===== config.mk =====
export PLATFORM = sky130hd
export DESIGN_NAME = rv32_id_stage_flat
export DESIGN_NICKNAME = d
export VERILOG_FILES = /design/src/rtl/rv32_id_stage_if.sv /design/src/rtl/rv32_id_stage.sv /design/src/flat_wrapper.sv
export SDC_FILE = /design/constraint.sdc
export NUM_CORES = 1
export LEC_CHECK = 0
export ABC_AREA = 1
export BUFFER_PORTS_ARGS = -buffer_cell sky130_fd_sc_hd__clkbuf_2
export CORE_MARGIN = 8
export CORE_UTILIZATION = 35
export DETAILED_ROUTE_END_ITERATION = 7
export PLACE_DENSITY_LB_ADDON = 0.3
export SYNTH_ARGS = -nofsm -noshare
export SYNTH_HDL_FRONTEND = slang
export SYNTH_SLANG_ARGS = --single-unit

===== constraint.sdc =====
create_clock -name clk -period 1.65 [get_ports clk]
set_input_delay 0.165 -clock clk [delete_from_list [all_inputs] [get_ports clk]]
set_output_delay 0.165 -clock clk [all_outputs]
set_load 0.01 [all_outputs]

===== src/rtl/rv32_id_stage_if.sv =====
// Handshake and decoded-field bundle between IF/ID, the decode stage and ID/EX.
// master = environment driving the stage; slave = the decode stage itself.
interface rv32_id_stage_if #(
  parameter int XLEN = 32,
  parameter int PC_W = 32
);
  logic            in_valid;
  logic            in_ready;
  logic [PC_W-1:0] in_pc;
  logic [31:0]     in_instr;
  logic            flush;
  logic            out_valid;
  logic            out_ready;
  logic [PC_W-1:0] out_pc;
  logic [6:0]      out_opcode;
  logic [4:0]      out_rd;
  logic [4:0]      out_rs1;
  logic [4:0]      out_rs2;
  logic [2:0]      out_funct3;
  logic [6:0]      out_funct7;
  logic [XLEN-1:0] out_imm;
  logic [2:0]      out_fmt;
  logic            out_illegal;

  modport master (
    output in_valid, in_pc, in_instr, flush, out_ready,
    input  in_ready, out_valid, out_pc, out_opcode, out_rd, out_rs1, out_rs2,
           out_funct3, out_funct7, out_imm, out_fmt, out_illegal
  );

  modport slave (
    input  in_valid, in_pc, in_instr, flush, out_ready,
    output in_ready, out_valid, out_pc, out_opcode, out_rd, out_rs1, out_rs2,
           out_funct3, out_funct7, out_imm, out_fmt, out_illegal
  );
endinterface


===== src/rtl/rv32_id_stage.sv =====
// RV32 instruction decode stage: combinational field/immediate decode into a
// 2-entry skid buffer (main + skid); 1-cycle latency, in_ready/out_valid registered.
module rv32_id_stage #(
  parameter int XLEN = 32,
  parameter int PC_W = 32
) (
  input  logic            clk,
  input  logic            rst_n,
  rv32_id_stage_if.slave  bus
);

  typedef enum logic [1:0] {EMPTY, ONE, FULL} state_e;

  typedef struct packed {
    logic [PC_W-1:0] pc;
    logic [6:0]      opcode;
    logic [4:0]      rd;
    logic [4:0]      rs1;
    logic [4:0]      rs2;
    logic [2:0]      funct3;
    logic [6:0]      funct7;
    logic [XLEN-1:0] imm;
    logic [2:0]      fmt;
    logic            illegal;
  } dec_t;

  localparam logic [2:0] FMT_R = 3'd0;
  localparam logic [2:0] FMT_I = 3'd1;
  localparam logic [2:0] FMT_S = 3'd2;
  localparam logic [2:0] FMT_B = 3'd3;
  localparam logic [2:0] FMT_U = 3'd4;
  localparam logic [2:0] FMT_J = 3'd5;

  state_e      state_q;
  dec_t        main_q;
  dec_t        skid_q;
  dec_t        dec_d;
  logic        in_ready_q;
  logic        out_valid_q;
  logic [31:0] instr;
  logic signed [31:0] imm32;
  logic        accept;
  logic        transfer;

  assign instr = bus.in_instr;

  always_comb begin
    imm32        = '0;
    dec_d        = '0;
    dec_d.pc     = bus.in_pc;
    dec_d.opcode = instr[6:0];
    dec_d.rd     = instr[11:7];
    dec_d.funct3 = instr[14:12];
    dec_d.rs1    = instr[19:15];
    dec_d.rs2    = instr[24:20];
    dec_d.funct7 = instr[31:25];
    // Every legal opcode ends in 2'b11, so non-32-bit encodings fall to default.
    case (instr[6:0])
      7'b0110011: dec_d.fmt = FMT_R;
      7'b0010011, 7'b0000011, 7'b1100111, 7'b1110011: begin
        dec_d.fmt = FMT_I;
        imm32     = {{20{instr[31]}}, instr[31:20]};
      end
      7'b0100011: begin
        dec_d.fmt = FMT_S;
        imm32     = {{20{instr[31]}}, instr[31:25], instr[11:7]};
      end
      7'b1100011: begin
        dec_d.fmt = FMT_B;
        imm32     = {{19{instr[31]}}, instr[31], instr[7], instr[30:25], instr[11:8], 1'b0};
      end
      7'b0110111, 7'b0010111: begin
        dec_d.fmt = FMT_U;
        imm32     = {instr[31:12], 12'b0};
      end
      7'b1101111: begin
        dec_d.fmt = FMT_J;
        imm32     = {{11{instr[31]}}, instr[31], instr[19:12], instr[20], instr[30:21], 1'b0};
      end
      default: dec_d.illegal = 1'b1;
    endcase
    // imm32 is already sign-extended to bit 31; the signed cast carries it to XLEN.
    dec_d.imm = XLEN'(imm32);
  end

  assign accept   = bus.in_valid & in_ready_q & ~bus.flush;
  assign transfer = out_valid_q & bus.out_ready;

  always_ff @(posedge clk or negedge rst_n) begin
    if (!rst_n) begin
      state_q     <= EMPTY;
      main_q      <= '0;
      skid_q      <= '0;
      in_ready_q  <= 1'b0;
      out_valid_q <= 1'b0;
    end else if (bus.flush) begin
      state_q     <= EMPTY;
      in_ready_q  <= 1'b1;
      out_valid_q <= 1'b0;
    end else begin
      unique case (state_q)
        EMPTY: begin
          in_ready_q <= 1'b1;
          if (accept) begin
            main_q      <= dec_d;
            state_q     <= ONE;
            out_valid_q <= 1'b1;
          end
        end
        ONE: begin
          if (transfer && accept) begin
            main_q <= dec_d;
          end else if (transfer) begin
            state_q     <= EMPTY;
            out_valid_q <= 1'b0;
          end else if (accept) begin
            skid_q     <= dec_d;
            state_q    <= FULL;
            in_ready_q <= 1'b0;
          end
        end
        FULL: begin
          if (transfer) begin
            main_q     <= skid_q;
            state_q    <= ONE;
            in_ready_q <= 1'b1;
          end
        end
        default: begin
          state_q     <= EMPTY;
          in_ready_q  <= 1'b1;
          out_valid_q <= 1'b0;
        end
      endcase
    end
  end

  assign bus.in_ready    = in_ready_q;
  assign bus.out_valid   = out_valid_q;
  assign bus.out_pc      = main_q.pc;
  assign bus.out_opcode  = main_q.opcode;
  assign bus.out_rd      = main_q.rd;
  assign bus.out_rs1     = main_q.rs1;
  assign bus.out_rs2     = main_q.rs2;
  assign bus.out_funct3  = main_q.funct3;
  assign bus.out_funct7  = main_q.funct7;
  assign bus.out_imm     = main_q.imm;
  assign bus.out_fmt     = main_q.fmt;
  assign bus.out_illegal = main_q.illegal;

endmodule

===== src/flat_wrapper.sv =====
// flat-port wrapper written by rule: the top's interface ports become plain ports
module rv32_id_stage_flat 
#(
  parameter int XLEN = 32,
  parameter int PC_W = 32
)
  (clk, rst_n, bus_in_valid, bus_in_pc, bus_in_instr, bus_flush, bus_out_ready, bus_in_ready, bus_out_valid, bus_out_pc, bus_out_opcode, bus_out_rd, bus_out_rs1, bus_out_rs2, bus_out_funct3, bus_out_funct7, bus_out_imm, bus_out_fmt, bus_out_illegal);
  rv32_id_stage_if #(.XLEN(XLEN), .PC_W(PC_W)) bus_i ();
  input  logic clk;
  input  logic rst_n;
  input wire logic [$bits(bus_i.in_valid)-1:0] bus_in_valid;
  input wire logic [$bits(bus_i.in_pc)-1:0] bus_in_pc;
  input wire logic [$bits(bus_i.in_instr)-1:0] bus_in_instr;
  input wire logic [$bits(bus_i.flush)-1:0] bus_flush;
  input wire logic [$bits(bus_i.out_ready)-1:0] bus_out_ready;
  output wire logic [$bits(bus_i.in_ready)-1:0] bus_in_ready;
  output wire logic [$bits(bus_i.out_valid)-1:0] bus_out_valid;
  output wire logic [$bits(bus_i.out_pc)-1:0] bus_out_pc;
  output wire logic [$bits(bus_i.out_opcode)-1:0] bus_out_opcode;
  output wire logic [$bits(bus_i.out_rd)-1:0] bus_out_rd;
  output wire logic [$bits(bus_i.out_rs1)-1:0] bus_out_rs1;
  output wire logic [$bits(bus_i.out_rs2)-1:0] bus_out_rs2;
  output wire logic [$bits(bus_i.out_funct3)-1:0] bus_out_funct3;
  output wire logic [$bits(bus_i.out_funct7)-1:0] bus_out_funct7;
  output wire logic [$bits(bus_i.out_imm)-1:0] bus_out_imm;
  output wire logic [$bits(bus_i.out_fmt)-1:0] bus_out_fmt;
  output wire logic [$bits(bus_i.out_illegal)-1:0] bus_out_illegal;
  assign bus_i.in_valid = bus_in_valid;
  assign bus_i.in_pc = bus_in_pc;
  assign bus_i.in_instr = bus_in_instr;
  assign bus_i.flush = bus_flush;
  assign bus_i.out_ready = bus_out_ready;
  assign bus_in_ready = bus_i.in_ready;
  assign bus_out_valid = bus_i.out_valid;
  assign bus_out_pc = bus_i.out_pc;
  assign bus_out_opcode = bus_i.out_opcode;
  assign bus_out_rd = bus_i.out_rd;
  assign bus_out_rs1 = bus_i.out_rs1;
  assign bus_out_rs2 = bus_i.out_rs2;
  assign bus_out_funct3 = bus_i.out_funct3;
  assign bus_out_funct7 = bus_i.out_funct7;
  assign bus_out_imm = bus_i.out_imm;
  assign bus_out_fmt = bus_i.out_fmt;
  assign bus_out_illegal = bus_i.out_illegal;
  rv32_id_stage #(.XLEN(XLEN), .PC_W(PC_W)) u_core (.clk(clk), .rst_n(rst_n), .bus(bus_i));
endmodule

==> results of run 1 <==
==> worst paths after layout <==
path	slack (ns)	to	start	depth (start not counted)
max in group asynchronous	0.82	u_core.bus.out_rs2[2]	rst_n	3
min in group asynchronous	0.14	u_core.skid_q[24]	rst_n	2
setup / recovery	0.006	u_core.bus.out_fmt[2]	u_core.state_q[1]	9
hold reg to reg	0.47	u_core.skid_q[90]	u_core.skid_q[90]	2
setup reg to reg	0.006	u_core.bus.out_fmt[2]	u_core.state_q[1]	9
hold / removal	0.02	u_core.skid_q[12]	bus_in_instr[28]	3
==> logic make-up (layout without fill, tap and decap cells) <==
kind of cell / count (synthesis) / after routing / share of synthesized area [%]
simple gates: 858 / 858 / 35.0
flops: 204 / 204 / 53.0
buf+inv: 112 / 386 / 5.73
compound gates: 103 / 103 / 6.29
==> Yosys cell counts, drive strengths merged <==
| cell | instances | share of area, % |
|---|---|---|
| nand2 | 573 | 22 |
| dfrtp | 204 | 53 |
| nor2 | 188 | 7.6 |
| nand3 | 95 | 4.9 |
| a31oi | 70 | 4.5 |
| buf | 56 | 3.5 |
| inv | 32 | 1.2 |
| clkbuf | 24 | 0.94 |
| o21ai | 24 | 1.2 |
| a21oi | 8 | 0.42 |
| nor3 | 2 | 0.10 |
| o211ai | 1 | 0.078 |
==> sequential cells by signal, summed over array words and instances (netlist names) <==
register	flops
u_core.bus.out_rs2	5
u_core.bus.out_opcode	7
u_core.bus.out_rs1	5
u_core.bus.out_pc	32
u_core.bus.out_imm	32
u_core.bus.out_fmt	3
u_core.skid_q	100
u_core.bus.out_rd	5
u_core.bus.out_valid	1
u_core.bus.in_ready	1
u_core.bus.out_funct3	3
u_core.bus.out_illegal	1
u_core.bus.out_funct7	7
u_core.state_q	2
==> repair_timing <==
action                                 CTS  global route
hold buffers                            63             0
resized for setup                        0            76
setup buffers                            0            14
setup endpoints to repair                0           129
endpoints found under the hold margin  202             0
==> where the power goes <==
group / switching [mW] / leakage (nW) / internal [mW]
combinational: 4.31 / 4.30 / 3.23
sequential: 1.23 / 2.52 / 7.13
clock: 2.13 / 0.381 / 3.00
==> metal layers <==
layer | wire length, um | global-route usage [%] | up-vias | share of wire (%)
met5 | 0 | 0 | - | 0
met4 | 647 | 4.10 | 0 | 2.0
met3 | 2500 | 3.79 | 46 | 7.7
met2 | 14800 | 28.3 | 379 | 46
met1 | 14500 | 23.8 | 4491 | 45
li1 | - | - | 4561 | -
==> layout make-up <==
class,instances,area [um2],area share [%]
Sequential cell,204,5110,38.5
Multi-Input combinational cell,961,4160,31.3
Timing Repair Buffer,310,2680,20.2
Clock buffer,34,709,5.34
Tap cell,341,427,3.21
Inverter,32,141,1.06
Clock inverter,10,62.6,0.471
==> critical path: stages, from the launching register on <==
cell and delay, ns:
dfrtp_1 0.38, inv_2 0.10, buf_4 0.13, nand2_2 0.06, o21ai_4 0.21, nand2_8 0.14, clkbuf_16 0.20, buf_4 0.14
a21oi_4 0.11, a21oi_2 0.07
==> through the flow <==
step / setup TNS [ns] / cell area, um2 / std cells / total power, mW
2_1_floorplan: 0 / 9630 / 1277 / 12.0
3_3_place_gp: 0 / 11100 / 1757 / 14.8
3_5_place_dp: -0.00604 / 11100 / 1757 / 14.9
4_1_cts: 0 / 12500 / 1864 / 20.3
5_1_grt: -1.75 / 13300 / 1892 / 22.5
6_report: 0 / 13300 / 1892 / 21.0
==> results by group, run 1 <==
Status
  – Run status: finished clean

Global routing
  – Largest net degree at the start of global routing: 90
  – Remaining Overflow, GRT: 0
  – Initial antenna violation count: 0
  – Vias in the first global route: 8,813
  – Tot GR Track Use: 17.6%
  – First-pass GRT wire length: 48.0 mm

Synthesis
  – Post-Synthesis Cells: 1,277
  – Syn nets: 1,346
  – Flops & latches, synth: 204
  – Synth cell types: 20
  – Post-Syn Area: 9630 um2
  – Mean area per synthesized cell: 7.54 um2
  – Sequential element share of the synthesized area: 53.0%
  – Synth warn: 0

Critical path
  – Worst-path fanout max: 5
  – CP Launch Type: flop
  – Worst setup EP type: flop
  – Kind of critical path: reg -> reg
  – Crit path DAT: 2.06 ns
  – Worst Path Required: 2.07 ns

Job
  – Max Cap Viol: 0

Drt
  – Detail Route Antenna Nets: 0
  – Routed wire per std cell: 17.2 um
  – Via count: 9,477
  – Final WL: 32.5 mm
  – Initial DRC Count: 818
  – Drt pass-1 iters: 5
  – Via density: 5.01
  – DRC Markers: 0

CTS
  – Clock transition at the registers of the reported paths: 0.06 ns
  – Root buffer cell: clkbuf_16
  – H-tree Lvls: 1
  – CTS Buffer Depth: 3
  – CTS tree: done
  – Num CTS Buffers: 25
  – CTS sink count: 204
  – Worst-skew pair later-pin latency: 0.53 ns

Power
  – Cell Pwr Density: 1580 nW/um2
  – Static Leakage: 7.20 nW
  – Max VDD drop: 677 uV

Die
  – Die height: 182 um
  – Total core area: 27,000 um2
  – I/O Pins: 171
  – Total die area: 33,100 um2
  – Die width: 182 um
  – Initial Util: 35.6%
  – FP Rows: 60

Place
  – Place WS: -0.00604 ns
  – Post-DP HPWL: 19.7 mm
  – Gpl congestion: 0.849
  – Port Buffer Count: 170

STA
  – Fin crit share: 99.6%
  – Max Slew Vio Count: 0
  – RSZ-0062 raised after global routing: yes
  – Setup violations, final: 0
  – Min cycle time layout: 1.64 ns
  – Clk_skew: 0.0279 ns
  – Hold Slack: 0.0159 ns
  – Worst rel slew slack: 64.5%
  – Final setup margin: 0.00608 ns
  – Max frequency: 608 MHz
  – Final Hold Fails: 0
  – Worst-Margin Slew: 0.532 ns

Cells and area
  – Fillers: 2,645
  – Synth-to-Final Area Change: 37.8%
  – Fin util: 49.1%
  – Layout cells sized above 1: 21.9%
  – Commonest non-fill, non-tap cell in the layout: nand2_1
  – Commonest non-fill, non-tap cells in the layout: nand2_1, dfrtp_1, clkbuf_2, nor2_1, nand3_1
  – Nets: 1,603
  – Ant diodes: 0

Hold path
  – Worst hold path class: in -> reg
Note: power is estimated with default switching activity, not from simulation.
==> inputs of run 2 (changes only) <==
--- a/config.mk
+++ b/config.mk
@@ -10,7 +10,6 @@
 export CORE_MARGIN = 8
 export CORE_UTILIZATION = 35
 export DETAILED_ROUTE_END_ITERATION = 7
-export PLACE_DENSITY_LB_ADDON = 0.3
 export SYNTH_ARGS = -nofsm -noshare
 export SYNTH_HDL_FRONTEND = slang
 export SYNTH_SLANG_ARGS = --single-unit
==> run 2 against run 1 <==
Effect of this change:
- sequential share of layout area is 1.2 points higher
- non-clock buffer count is 15 lower
- clock skew is 0.015 ns lower
- combinational power is 6.4% lower
- die area stayed put
- global-route usage hardly changed
- sequential power is 0.5% lower
- cell count is 0.85% lower
- clock power hardly changed
- largest cell class unchanged
- highest routed layer unchanged
- core utilization is 1.5 points lower
- total power is 2.5% lower
==> results by group, run 2 (synthesis gave the netlist of run 1 again) <==
Global routing
  – Vias in the first global route: 8,815 (+0.023%)
  – Initial antenna violation count: 1 (+1)
  – First-pass GRT wire length: 47.8 mm (-0.36%)
  – Largest net degree at the start of global routing: 72 (-20%)
  – Remaining Overflow, GRT: 0 (unchanged)
  – Tot GR Track Use: 17.6% (about the same)

Die
  – I/O Pins: 171 (unchanged)
  – FP Rows: 60 (unchanged)
  – Total die area: 33,100 um2 (unchanged)
  – Die width: 182 um (unchanged)
  – Initial Util: 35.6% (unchanged)
  – Die height: 182 um (unchanged)
  – Total core area: 27,000 um2 (unchanged)

STA
  – Final Hold Fails: 0 (unchanged)
  – Max frequency: 607 MHz (-0.16%)
  – Min cycle time layout: 1.65 ns (+0.00267 ns)
  – Fin crit share: 99.8% (+0.16 points)
  – Worst rel slew slack: 64.8% (+0.25 points)
  – Worst-Margin Slew: 0.527 ns (-0.00573 ns)
  – Clk_skew: 0.0129 ns (-0.0150 ns)
  – Setup violations, final: 0 (unchanged)
  – Fin Setup TNS: 0 ns (unchanged)
  – Max Slew Vio Count: 0 (unchanged)

Hold path
  – Hold path depth: 3 (unchanged)
  – Worst hold path class: in -> reg

Drt
  – Initial DRC Count: 804 (-1.7%)
  – Routed wire per std cell: 17.1 um (-0.51%)
  – Drt pass-1 iters: 5 (unchanged)
  – DRC Markers: 0 (unchanged)
  – Via count: 9,237 (-2.5%)
  – Final WL: 32.0 mm (-1.4%)
  – Detail Route Antenna Nets: 0 (unchanged)
  – Via density: 4.92 (-1.7%)

Status
  – Run status: finished clean

Critical path
  – Worst-path fanout max: 15 (+10)
  – CP Launch Type: flop
  – Worst setup EP type: flop
  – Crit path DAT: 2.10 ns (+0.04 ns)
  – R2R depth: 10 (+1)
  – Worst Path Required: 2.11 ns (+0.04 ns)
  – Kind of critical path: reg -> reg
  – CP cell instances: inv_2 -> nand2_2 -> nor2_4 -> nand2_2 -> nor2_4 -> buf_12 -> buf_12 -> buf_8 -> nand2_1 -> nand2_1
  – Max stage delay on crit path: 0.39 ns (about the same)
  – Crit-path slowest cell: dfrtp_1

Power
  – Clock share of power: 25.0% (+0.6 points)
  – Cell Pwr Density: 1590 nW/um2 (+0.52%)
  – Internal cell power: 13.0 mW (-2.6%)
  – Static Leakage: 7.03 nW (-2.4%)
  – Net Sw Power: 7.48 mW (-2.5%)
  – Max VDD drop: 798 uV (+18%)
  – Logic pwr share: 34.5% (-1.4 points)
  – Switching part of the total power: 36.5% (about the same)
  – Reg power frac: 40.5% (+0.8 points)

CTS
  – CTS sink count: 204 (unchanged)
  – CTS Buffer Depth: 3 (unchanged)
  – Clock transition at the registers of the reported paths: 0.06 ns (about the same)
  – Worst-skew pair later-pin latency: 0.52 ns (about the same)
  – CTS tree: done
  – H-tree Lvls: 1 (unchanged)
  – Num CTS Buffers: 25 (unchanged)
  – Root buffer cell: clkbuf_16

Place
  – Port Buffer Count: 170 (unchanged)
  – Gpl congestion: 0.840 (-1.0%)
  – Post-DP HPWL: 19.2 mm (-2.7%)

Cells and area
  – Commonest non-fill, non-tap cell in the layout: nand2_1
  – Max FFs per register: 100 (unchanged)
  – Fin util: 47.6% (-1.5 points)
  – Layout cells sized above 1: 18.6% (-3.2 points)
  – Commonest non-fill, non-tap cells in the layout: nand2_1, dfrtp_1, nor2_1, clkbuf_2, nand3_1
  – Largest Register: u_core.skid_q
  – Nets: 1,588 (-0.94%)
  – Synth-to-Final Area Change: 33.6%

Job
  – Max Cap Viol: 0 (unchanged)
run 2: cell types whose count changed in the layout (fill, tap and decap cells not counted), moves of 5 or more:
cell	delta
clkbuf_16	-5
buf_4	-8
nor2_1	+17
nand2_2	-7
nor2_2	-14
nand2_1	+10
run 2: worst max-delay path: cells and delay by family, from the launching register on:
family        cells  cell delay, ns
flops             1            0.39
buf+inv           4            0.57
simple gates      6            0.62
run 2: timing repair:
| action | 4_1_cts | 5_1_grt |
|---|---|---|
| hold buffers | 64 | 0 |
| setup buffers | 0 | 10 |
| endpoints found under the setup margin | 53 | 197 |
| pin swaps | 0 | 5 |
| hold endpoints to repair | 315 | 0 |
| gates resized for setup | 4 | 26 |
| gates cloned | 0 | 12 |
run 2: final timing paths:
path / startpoint / to / slack, ns
worst max register to register: u_core.state_q[1] / u_core.skid_q[59] / 0.003
worst max-delay path: u_core.state_q[1] / u_core.skid_q[59] / 0.003
worst min-delay path: bus_in_instr[25] / u_core.skid_q[9] / 0.03
worst min register to register: u_core.skid_q[76] / u_core.skid_q[76] / 0.47
max in group asynchronous: rst_n / u_core.skid_q[86] / 0.86
min in group asynchronous: rst_n / u_core.skid_q[24] / 0.10
run 2: final cells by class:
| class | instances | area, um2 |
|---|---|---|
| inverters | 32 | 143 |
| multi-input cells | 961 | 4000 |
| clock buffers | 36 | 717 |
| diodes | 1 | 2.50 |
| well taps | 341 | 427 |
| flip-flops and latches | 204 | 5110 |
| fillers | 2605 | 14200 |
| repair buffers | 295 | 2440 |
| clock inverters | 6 | 35.0 |
run 2: routing by layer:
metal  wire, um  vias up  global-route usage, %
li1           -     4516                      -
met1      14400     4337                   24.2
met2      14500      346                   27.7
met3       2630       38                   3.87
met4        564        0                   4.17
met5          0        -                      0
run 2: metrics by stage:
step           total power, mW  area (um2)  hold slack, ns  std cells  setup WS [ns]
6_report                  20.5       12900          0.0334       1876        0.00341
5_1_grt                   22.0       12900          0.0216       1876        -0.0622
4_1_cts                   20.2       12400         0.00229       1853       -0.00720
3_5_place_dp              14.8       11000          0.0590       1747         -0.126
3_3_place_gp              14.7       11000          0.0568       1747        -0.0677
2_1_floorplan             12.0        9630          -0.131       1277          0.145
run 2: power groups by stage:
stage               clock network, mW  registers (mW)  logic (mW)
finish                           5.12            8.31        7.06
global route                     5.43            8.59        7.93
CTS                              5.25            8.31        6.61
detailed placement                  0            8.37        6.45
global placement                    0            8.32        6.33
floorplan                           0            8.70        3.33
